File: config.mk
export PLATFORM = sky130hd
export DESIGN_NAME = cfu_ctrl_flat
export DESIGN_NICKNAME = d
export VERILOG_FILES = /design/src/rtl/cfu_ctrl_if.sv /design/src/rtl/cfu_ctrl.sv /design/src/flat_wrapper.sv
export SDC_FILE = /design/constraint.sdc
export NUM_CORES = 1
export LEC_CHECK = 0
export ABC_AREA = 1
export CAP_MARGIN = 15
export CORE_AREA = 2 2 122 124
export DETAILED_ROUTE_END_ITERATION = 6
export DIE_AREA = 0 0 124 126
export GPL_TIMING_DRIVEN = 0
export PLACE_DENSITY = 0.82
export SYNTH_ARGS = -nofsm -noshare
export SYNTH_HDL_FRONTEND = slang
export SYNTH_SLANG_ARGS = --single-unit
export TNS_END_PERCENT = 20
File: constraint.sdc
create_clock -name clk_i -period 2.5 [get_ports clk_i]
set_clock_uncertainty 0.2 [all_clocks]
set_input_delay 0.375 -clock clk_i [delete_from_list [all_inputs] [get_ports clk_i]]
set_output_delay 0.375 -clock clk_i [all_outputs]
set_load 0.1 [all_outputs]
File: src/rtl/cfu_ctrl_if.sv
// CFU issue-port and execution-unit signal bundle for cfu_ctrl.
// slave: the controller; master: the CPU plus attached units (or a bench).
interface cfu_ctrl_if #(
  parameter int N_UNITS = 4
);
  logic                    en_i;
  logic [2:0]              funct3_i;
  logic [6:0]              funct7_i;
  logic [31:0]             src1_i;
  logic [31:0]             src2_i;
  logic                    stall_o;
  logic [31:0]             rslt_o;
  logic [N_UNITS-1:0]      u_start_o;
  logic [6:0]              u_funct7_o;
  logic [31:0]             u_src1_o;
  logic [31:0]             u_src2_o;
  logic [N_UNITS-1:0]      u_done_i;
  logic [32*N_UNITS-1:0]   u_rslt_i;
  logic                    err_o;

  modport slave (
    input  en_i, funct3_i, funct7_i, src1_i, src2_i, u_done_i, u_rslt_i,
    output stall_o, rslt_o, u_start_o, u_funct7_o, u_src1_o, u_src2_o, err_o
  );

  modport master (
    output en_i, funct3_i, funct7_i, src1_i, src2_i, u_done_i, u_rslt_i,
    input  stall_o, rslt_o, u_start_o, u_funct7_o, u_src1_o, u_src2_o, err_o
  );
endinterface

File: src/rtl/cfu_ctrl.sv
// Sequencing controller between the CPU CFU issue port and N_UNITS
// variable-latency execution units.
//
// state | meaning
// IDLE  | waiting for a valid op; stall asserted combinationally on accept
// BUSY  | unit started (first cycle only); waiting for done or timeout
// DONE  | one cycle; result presented, CPU retires the instruction
module cfu_ctrl #(
  parameter int N_UNITS = 4,
  parameter int TIMEOUT = 255,
  parameter int CNT_W   = 8
) (
  input logic       clk_i,
  input logic       rst_i,
  cfu_ctrl_if.slave bus
);
  localparam int SEL_W = (N_UNITS > 1) ? $clog2(N_UNITS) : 1;

  typedef enum logic [1:0] {
    IDLE = 2'd0,
    BUSY = 2'd1,
    DONE = 2'd2
  } state_t;

  state_t             state_q, state_d;
  logic [SEL_W-1:0]   sel_q, sel_d;
  logic [CNT_W-1:0]   cnt_q, cnt_d;
  logic [31:0]        rslt_q, rslt_d;
  logic               err_q, err_d;
  logic [N_UNITS-1:0] start_q, start_d;
  logic [6:0]         funct7_q, funct7_d;
  logic [31:0]        src1_q, src1_d;
  logic [31:0]        src2_q, src2_d;

  logic               valid_op;
  logic               done_sel;
  logic [31:0]        rslt_sel;

  assign valid_op = bus.en_i && ({29'd0, bus.funct3_i} < 32'(N_UNITS));

  // Pick out done and result of the selected unit; other units are ignored.
  always_comb begin
    done_sel = 1'b0;
    rslt_sel = '0;
    for (int k = 0; k < N_UNITS; k++) begin
      if (sel_q == SEL_W'(k)) begin
        done_sel = bus.u_done_i[k];
        rslt_sel = bus.u_rslt_i[32*k +: 32];
      end
    end
  end

  // Next-state and datapath updates; start is only ever a one-cycle pulse.
  always_comb begin
    state_d  = state_q;
    sel_d    = sel_q;
    cnt_d    = cnt_q;
    rslt_d   = rslt_q;
    err_d    = err_q;
    start_d  = '0;
    funct7_d = funct7_q;
    src1_d   = src1_q;
    src2_d   = src2_q;
    case (state_q)
      IDLE: begin
        if (valid_op) begin
          funct7_d = bus.funct7_i;
          src1_d   = bus.src1_i;
          src2_d   = bus.src2_i;
          sel_d    = bus.funct3_i[SEL_W-1:0];
          cnt_d    = '0;
          for (int k = 0; k < N_UNITS; k++) begin
            start_d[k] = (bus.funct3_i == 3'(k));
          end
          state_d  = BUSY;
        end
      end
      BUSY: begin
        // done has priority over a timeout landing in the same cycle
        if (done_sel) begin
          rslt_d  = rslt_sel;
          state_d = DONE;
        end else if (cnt_q == CNT_W'(TIMEOUT - 1)) begin
          rslt_d  = '0;
          err_d   = 1'b1;
          state_d = DONE;
        end else begin
          cnt_d = cnt_q + CNT_W'(1);
        end
      end
      DONE: begin
        state_d = IDLE;
      end
      default: begin
        state_d = IDLE;
      end
    endcase
  end

  // Register everything; synchronous reset discards any in-flight op.
  always_ff @(posedge clk_i) begin
    if (rst_i) begin
      state_q  <= IDLE;
      sel_q    <= '0;
      cnt_q    <= '0;
      rslt_q   <= '0;
      err_q    <= 1'b0;
      start_q  <= '0;
      funct7_q <= '0;
      src1_q   <= '0;
      src2_q   <= '0;
    end else begin
      state_q  <= state_d;
      sel_q    <= sel_d;
      cnt_q    <= cnt_d;
      rslt_q   <= rslt_d;
      err_q    <= err_d;
      start_q  <= start_d;
      funct7_q <= funct7_d;
      src1_q   <= src1_d;
      src2_q   <= src2_d;
    end
  end

  assign bus.stall_o    = ((state_q == IDLE) && valid_op) || (state_q == BUSY);
  assign bus.rslt_o     = (state_q == DONE) ? rslt_q : 32'd0;
  assign bus.u_start_o  = start_q;
  assign bus.u_funct7_o = funct7_q;
  assign bus.u_src1_o   = src1_q;
  assign bus.u_src2_o   = src2_q;
  assign bus.err_o      = err_q;
endmodule

File: src/flat_wrapper.sv
// flat-port wrapper written by rule: the top's interface ports become plain ports
module cfu_ctrl_flat 
#(
  parameter int N_UNITS = 4,
  parameter int TIMEOUT = 255,
  parameter int CNT_W   = 8
)
  (clk_i, rst_i, bus_en_i, bus_funct3_i, bus_funct7_i, bus_src1_i, bus_src2_i, bus_u_done_i, bus_u_rslt_i, bus_stall_o, bus_rslt_o, bus_u_start_o, bus_u_funct7_o, bus_u_src1_o, bus_u_src2_o, bus_err_o);
  cfu_ctrl_if #(.N_UNITS(N_UNITS)) bus_i ();
  input logic clk_i;
  input logic rst_i;
  input wire logic [$bits(bus_i.en_i)-1:0] bus_en_i;
  input wire logic [$bits(bus_i.funct3_i)-1:0] bus_funct3_i;
  input wire logic [$bits(bus_i.funct7_i)-1:0] bus_funct7_i;
  input wire logic [$bits(bus_i.src1_i)-1:0] bus_src1_i;
  input wire logic [$bits(bus_i.src2_i)-1:0] bus_src2_i;
  input wire logic [$bits(bus_i.u_done_i)-1:0] bus_u_done_i;
  input wire logic [$bits(bus_i.u_rslt_i)-1:0] bus_u_rslt_i;
  output wire logic [$bits(bus_i.stall_o)-1:0] bus_stall_o;
  output wire logic [$bits(bus_i.rslt_o)-1:0] bus_rslt_o;
  output wire logic [$bits(bus_i.u_start_o)-1:0] bus_u_start_o;
  output wire logic [$bits(bus_i.u_funct7_o)-1:0] bus_u_funct7_o;
  output wire logic [$bits(bus_i.u_src1_o)-1:0] bus_u_src1_o;
  output wire logic [$bits(bus_i.u_src2_o)-1:0] bus_u_src2_o;
  output wire logic [$bits(bus_i.err_o)-1:0] bus_err_o;
  assign bus_i.en_i = bus_en_i;
  assign bus_i.funct3_i = bus_funct3_i;
  assign bus_i.funct7_i = bus_funct7_i;
  assign bus_i.src1_i = bus_src1_i;
  assign bus_i.src2_i = bus_src2_i;
  assign bus_i.u_done_i = bus_u_done_i;
  assign bus_i.u_rslt_i = bus_u_rslt_i;
  assign bus_stall_o = bus_i.stall_o;
  assign bus_rslt_o = bus_i.rslt_o;
  assign bus_u_start_o = bus_i.u_start_o;
  assign bus_u_funct7_o = bus_i.u_funct7_o;
  assign bus_u_src1_o = bus_i.u_src1_o;
  assign bus_u_src2_o = bus_i.u_src2_o;
  assign bus_err_o = bus_i.err_o;
  cfu_ctrl #(.N_UNITS(N_UNITS), .TIMEOUT(TIMEOUT), .CNT_W(CNT_W)) u_core (.clk_i(clk_i), .rst_i(rst_i), .bus(bus_i));
endmodule
# After elaboration in Yosys (flattened, before gate mapping)
# Index checks and enable logic that the tools add are counted.
# word_totals
regBits	120
input_bits	209
out_inout_bits	109
elab_cells	60
# op_classes
add_sub_neg	1
magnitude_cmp	1
eq_ne	13
muxes	19
bitwise_logic	3
n_reduce_logical	14
# ops
operator	count
$mux 32	7
$mux 8	3
$pmux 8 s2	1
$add 8x1->8 const B	1
$eq 8x8->1 const B	1
$eq 2x2->1 const B	3
$eq 3x2->1 const B	2
$mux 2	3
$reduce_and 2->1	3
$eq 2x1->1 const B	2
$logic_not 2->1	2
$mux 1	4
$ne 2x2->1 const B	2
$pmux 2 s2	1
$reduce_and 4->1	1
$reduce_bool 2->1	2
$eq 3x1->1 const B	1
$logic_not 3->1	1
$lt 3x3->1 const B	1
$ne 3x1->1 const B	1
$not 1->1	3
$reduce_and 3->1	1
$reduce_or 3->1	1
$logic_and 1x1->1	2
other kinds (2)	2

# Longest topological paths before layout
# Gate-level depths: netlist of run 1.
# logic_depth
ltp_word	7
depth_mapped	9
mapped_depth_nobuf	9

# Worst setup path before layout of run 1
# No wires, ideal clock.
# synth_timing
kind	reg-to-output
startpoint	register u_core.state_q[1]
endpoint	output port bus_rslt_o[0]
t_arrival_ns	1.916
slack_ns	0.009
path_stages_with_launch	4
n_path_buf	1
cell_sequence	dfxtp_1 > nand2_1 > clkbuf_1 > nor2_1
# synth_via
elab_chain_cells	2
# synth_rtl
element	line_no	text
start, declared	cfu_ctrl.sv:25	state_t state_q, state_d;
start signal, assigned	cfu_ctrl.sv:113	state_q <= state_d;
$eq 2x2->1	cfu_ctrl.sv:126	assign bus.rslt_o = (state_q == DONE) ? rslt_q : 32'd0;
$mux 32	cfu_ctrl.sv:126	
end, declared	flat_wrapper.sv:20	output wire logic [$bits(bus_i.rslt_o)-1:0] bus_rslt_o;
# Every way passes these cells.

# Worst setup path after layout of run 1
# layout_timing
startpoint	register u_core.src2_q[18], in the netlist u_core.bus.u_src2_o[18]
endpoint	output port bus_u_src2_o[18]
# layout_rtl
element	line_no	text
start, declared	cfu_ctrl.sv:33	logic [31:0] src2_q, src2_d;
start signal, assigned	cfu_ctrl.sv:121	src2_q <= src2_d;
end, declared	flat_wrapper.sv:24	output wire logic [$bits(bus_i.u_src2_o)-1:0] bus_u_src2_o;
# No word-level cell between the ends.

==> results of run 1 <==
## power breakdown
| group | internal, mW | switching (mW) | leakage, nW |
|---|---|---|---|
| clock network | 1.38 | 0.858 | 0.245 |
| logic | 0.555 | 1.06 | 3.01 |
| registers | 2.02 | 0.0529 | 0.981 |
## state kept, by name (all words and copies together), names as in the netlist
name	cells
u_core.bus.u_funct7_o	7
u_core.sel_q	2
u_core.bus.u_src1_o	32
u_core.bus.u_src2_o	32
u_core.bus.u_start_o	4
u_core.state_q	2
u_core.cnt_q	8
u_core.rslt_q	32
u_core.bus.err_o	1
## worst min path at each step
stage	start	to	slack [ps]	cells past startpoint
CTS	rst_i	u_core.state_q[1]$_SDFFE_PP0P_	100	2
finish	rst_i	u_core.state_q[1]$_SDFFE_PP0P_	120	2
detailed placement	u_core.bus.u_src1_o[31]$_SDFFE_PP0P_	u_core.bus.u_src1_o[31]$_SDFFE_PP0P_	270	2
global route	rst_i	u_core.state_q[1]$_SDFFE_PP0P_	130	2
global placement	u_core.bus.err_o$_SDFFE_PP0P_	u_core.bus.err_o$_SDFFE_PP0P_	260	2
floorplan	u_core.cnt_q[0]$_SDFFE_PP0P_	u_core.cnt_q[0]$_SDFFE_PP0P_	250	1
## metal layers
layer | wire length [um] | track usage [%] | up-vias
met1 | 7620 | 27.0 | 2927
met2 | 10300 | 45.9 | 270
li1 | - | - | 3376
met3 | 2200 | 10.6 | 40
met4 | 671 | 11.3 | 0
met5 | 0 | 0 | -
## per-stage QoR
step	area, um2	power [mW]	instances
2_1_floorplan	5560	3.12	840
3_3_place_gp	8950	3.73	1340
3_5_place_dp	8950	3.75	1340
4_1_cts	9510	5.98	1371
5_1_grt	9470	6.19	1370
6_report	9470	5.92	1370
## area by class of cell
type	instances	area (um2)	area share, %
Sequential cell	120	2400	25.4
Buffer	56	241	2.55
Inverter	61	229	2.42
Timing Repair Buffer	316	3130	33.0
Tap cell	184	230	2.43
Clock buffer	19	443	4.68
Clock inverter	12	105	1.11
Multi-Input combinational cell	602	2700	28.5
## what timing repair did
item                       in CTS  in global routing
gates resized for setup       128                 75
hold buffers                    0                  0
setup buffers                   0                  0
setup endpoints to repair      53                 62
pin swaps                       0                  0
## Yosys cell counts (2+ instances only)
cell type / instances
clkbuf_1: 43
inv_2: 4
inv_1: 57
nand3_1: 72
nor2_2: 2
nand3_2: 3
buf_2: 10
dfxtp_1: 120
buf_4: 4
o21ai_0: 106
nor2_1: 213
a21oi_1: 56
or2_2: 8
nand2_1: 102
nor4_1: 2
nor3_1: 15
nand2_2: 3
o22ai_1: 2
o21ai_1: 9
ha_1: 2
## kinds of logic after synthesis
group                    after synthesis
AO/OA/AOI/OAI                        174
adder cells (fa/ha/maj)                2
AND/OR/NAND/NOR                      424
buffers and inverters                118
flip-flops                           120
XOR/XNOR                               2
==> results.py, run 1 <==
metrics = {
    "clock_network": {
        "clk_latency_ps": 410,
        "clk_pin_slew_ps": 60,
        "cts_buffers": 17,
        "clockBufferDepth": 2,
        "h-tree-depth": 4,
        "cts_tree": "done",
        "root_buffer": "clkbuf_16",
        "clock-sinks": 120,
    },
    "logic_synthesis": {
        "synthAdderAreaFrac_pct": 0.450,
        "yosys-top-cells-area": "dfxtp_1, nor2_1, o21ai_0",
        "synthCells": 840,
        "synth_top_cell_by_area": "dfxtp_1",
        "syn_nets": 1051,
        "synth_edf_count": 0,
        "synth.distinct_cells": 27,
        "async_flop_share_pct": 0,
        "synthMuxAreaShare_pct": 0,
        "ys_ff_latch": 120,
        "yosys.area_share.simple_pct": 31.8,
        "synth_compound_area_share_pct": 15.8,
        "synth_top_family_by_area": "simple AND/OR/NAND/NOR gates",
        "yosys.area.top_type_share_pct": 43.2,
        "ys_seq_area_share_pct": 43.2,
        "syn_avg_cell_area_um2": 6.62,
        "synthXorXnorAreaFrac_pct": 0.315,
        "yosys_warnings": 0,
        "synth_area_um2": 5560,
        "synthFlopType": "dfxtp_1",
    },
    "sta": {
        "fin_hold_ws_ps": 120,
        "fin_crit_ps": 2470,
        "fin_crit_sh_pct": 98.7,
        "setup_ws_ps": 33.7,
        "rsz0062_at_grt": "true",
        "setup_viol": 0,
        "fin_setup_tns_ps": 0,
        "fmax_ghz": 0.405,
        "report.final.slew_viol_count": 0,
        "finalHoldViolCount": 0,
        "slew_headroom_pct": 29.3,
        "tightest_slew_ps": 1060,
    },
    "critical_path": {
        "critical_path_required_ps": 1920,
        "path_delay_family": "buffers and inverters",
        "slowest_delay_ps": 1150,
        "r2r_cells": 8,
        "crit_start": "u_core.bus.u_src2_o[18]$_SDFFE_PP0P_",
        "crit_cells": 1,
        "critPathKind": "reg2out",
        "cp.arrival_ps": 1890,
        "r2r_slack_ps": 410,
        "path_cells": "clkdlybuf4s50_1",
        "cp_slowest_cell": "clkdlybuf4s50_1",
        "r2r_end": "u_core.rslt_q[25]$_SDFFE_PP0P_",
        "endpoint_kind": "primary output",
        "crit_buf_inv": 1,
        "start_kind": "register",
        "critPathCapture": "bus_u_src2_o[18]",
        "path_max_fanout": 2,
        "r2r-start": "u_core.cnt_q[0]$_SDFFE_PP0P_",
    },
    "outcome": {
        "status": "completed",
    },
    "placement": {
        "dp.final_hpwl_mm": 16.2,
        "pre_cts_ws_ps": -834,
        "gp_congestion": 0.884,
        "numPortBuffers": 316,
    },
    "drt": {
        "via_per_inst": 4.83,
        "final_antenna_net_count": 0,
        "drc": 0,
        "drt_iter0_markers": 286,
        "routed_wl_mm": 20.8,
        "drt_first_pass_iters": 4,
        "wl_per_cell_um": 15.1,
        "vias": 6613,
    },
    "finish": {
        "antenna_cells": 0,
        "final_cell_mix": "clkdlybuf4s50_1, nor2_1, dfxtp_1, o21ai_0, nand2_1",
        "area_delta_synth_final_pct": 70.4,
        "fillers": 1262,
        "layout_commonest_cell": "clkdlybuf4s50_1",
        "nNetsFinal": 1385,
        "final_core_util_pct": 66.2,
        "drive_gt1_share_pct": 8.43,
    },
    "die": {
        "fp.dieW_um": 124,
        "fp.dieArea_um2": 15600,
        "start_util_pct": 38.8,
        "die_h_um": 126,
        "core.rowCount": 44,
        "coreArea_um2": 14300,
        "pin_count": 318,
    },
    "global_route": {
        "grt_max_degree": 17,
        "grt_pass1_vias": 6289,
        "gr-usage-all-layers_pct": 26.1,
        "grt_remaining_overflow": 0,
        "grt_pass1_wl_mm": 31.3,
        "antenna_found_initial": 0,
    },
    "power": {
        "power_leakage_nw": 4.23,
        "vdd_drop_max_mv": 0.589,
        "powerDensity_nw_per_um2": 625,
    },
    "hold_path": {
        "hp-class": "in2reg",
    },
    "run": {
        "cap_violations": 0,
    },
}
Note: power is estimated with default switching activity, not from simulation.
==> run 2: changes to the inputs <==
CORE_AREA = 2 2 125 127   (was 2 2 122 124)
DIE_AREA = 0 0 127 129   (was 0 0 124 126)
DONT_BUFFER_PORTS = 1   (was unset)
PLACE_DENSITY = unset   (was 0.82)
==> results.py, run 2 (synthesized netlist as in run 1, its figures left out) <==
metrics = {
    "finish": {
        "fillers": 1518,
        "drive_gt1_share_pct": 10.8,
        "nNetsFinal": 1145,
        "layout_commonest_cell": "nor2_1",
        "fin_cells": 1135,
        "final_cell_mix": "nor2_1, dfxtp_1, o21ai_0, nand2_1, dlygate4sd3_1",
        "stdcell_area_um2": 7420,
        "area_delta_synth_final_pct": 33.4,
        "final_core_util_pct": 49.5,
    },
    "die": {
        "die_h_um": 129,
        "start_util_pct": 37.1,
        "core.rowCount": 45,
        "fp.dieW_um": 127,
        "pin_count": 318,
        "coreArea_um2": 15000,
        "fp.dieArea_um2": 16400,
    },
    "power": {
        "power_mw": 5.86,
        "vdd_drop_max_mv": 0.505,
        "powerDensity_nw_per_um2": 790,
        "power_leakage_nw": 2.77,
    },
    "sta": {
        "setup_viol": 0,
        "tightest_slew_ps": 1110,
        "fin_crit_sh_pct": 98.0,
        "fin_crit_ps": 2450,
        "slew_headroom_pct": 25.8,
        "fmax_ghz": 0.408,
        "finalHoldViolCount": 0,
        "report.final.slew_viol_count": 0,
        "fin_setup_tns_ps": 0,
        "rsz0062_at_grt": "true",
    },
    "placement": {
        "gp_congestion": 0.872,
        "dp.final_hpwl_mm": 14.5,
        "dpl_cell_area_um2": 5880,
        "numPortBuffers": 0,
        "placed_cells": 1028,
    },
    "global_route": {
        "gr-usage-all-layers_pct": 23.5,
        "grt_max_degree": 17,
        "grt_remaining_overflow": 0,
        "antenna_found_initial": 2,
        "grt_pass1_vias": 5623,
        "grt_pass1_wl_mm": 29.7,
    },
    "drt": {
        "drc": 0,
        "vias": 5833,
        "drt_first_pass_iters": 6,
        "routed_wl_mm": 19.8,
        "via_per_inst": 5.14,
        "drt_iter0_markers": 315,
        "wl_per_cell_um": 17.5,
        "final_antenna_net_count": 0,
    },
    "critical_path": {
        "endpoint_kind": "primary output",
        "r2r_cells": 6,
        "cp_slowest_cell": "nor2_4",
        "r2r_slack_ps": 290,
        "slowest_delay_ps": 580,
        "cp.arrival_ps": 1870,
        "crit_start": "u_core.state_q[1]$_SDFFE_PP0P_",
        "path_max_fanout": 10,
        "start_kind": "register",
        "r2r_end": "u_core.bus.u_start_o[3]$_SDFF_PP0_",
        "critical_path_required_ps": 1920,
        "path_cells": "nand2_1, buf_2, nor2_4",
        "critPathKind": "reg2out",
        "r2r-start": "u_core.state_q[1]$_SDFFE_PP0P_",
    },
    "clock_network": {
        "h-tree-depth": 4,
        "clk_latency_ps": 420,
        "clk_pin_slew_ps": 60,
        "root_buffer": "clkbuf_16",
        "cts_tree": "done",
        "post_cts_buffers": 0,
        "clock-sinks": 120,
        "clockBufferDepth": 2,
        "cts_buffers": 17,
    },
    "hold_path": {
        "hold_end": "u_core.bus.u_funct7_o[4]$_SDFFE_PP0P_",
        "hp-class": "in2reg",
        "hold_start": "bus_funct7_i[4]",
        "min_path_cells": 2,
    },
    "run": {
        "cap_violations": 0,
    },
    "outcome": {
        "status": "completed",
    },
}
-- run 2: where the power goes --
part           internal (mW)  switching (mW)  total, mW
sequential              2.02           0.698       2.72
combinational          0.240           0.385      0.625
clock                   1.60           0.918       2.52
-- run 2: routing by layer --
| metal | track usage, % | wire (um) | share of wire [%] |
|---|---|---|---|
| met2 | 42.6 | 10100 | 51 |
| met1 | 24.9 | 7600 | 38 |
| met3 | 8.90 | 1720 | 8.7 |
| met5 | 0 | 8 | 0.040 |
| met4 | 8.47 | 371 | 1.9 |
-- run 2: final cells by class --
class,count,area (um2),area share [%]
multi-input cells,602,2930,39.5
flip-flops and latches,120,2400,32.4
repair buffers,75,751,10.1
clock buffers,18,439,5.92
plain buffers,57,251,3.39
well taps,188,235,3.17
inverters,61,231,3.12
clock inverters,13,170,2.29
diodes,1,2.50,0.0337
-- run 2: timing repair --
item / CTS / global route
pin swaps: 2 / 5
endpoints found under the hold margin: 76 / 0
hold buffers: 75 / 0
endpoints found under the setup margin: 31 / 26
gates cloned: 0 / 0
resized for setup: 37 / 5
-- run 2: how the worst max path moves through the flow --
stage | to | slack, ps
finish | bus_rslt_o[22] | 50
global route | bus_rslt_o[22] | -20
CTS | bus_rslt_o[28] | -90
detailed placement | bus_rslt_o[12] | 10
global placement | bus_rslt_o[6] | -370
floorplan | bus_rslt_o[0] | 9
-- run 2: critical path: cells and delay by family, from the launching register on --
family | cells | cell delay, ps
buffers and inverters | 1 | 330
and+or+nand+nor | 2 | 750
DFF | 1 | 360
-- run 2: per-stage QoR --
step / hold WS [ps] / worst slack (ps)
global route: 11.0 / -24.1
floorplan: 250 / 8.93
CTS: 14.6 / -90.2
finish: 34.3 / 51.2
detailed placement: 258 / 10.3
global placement: 257 / -367
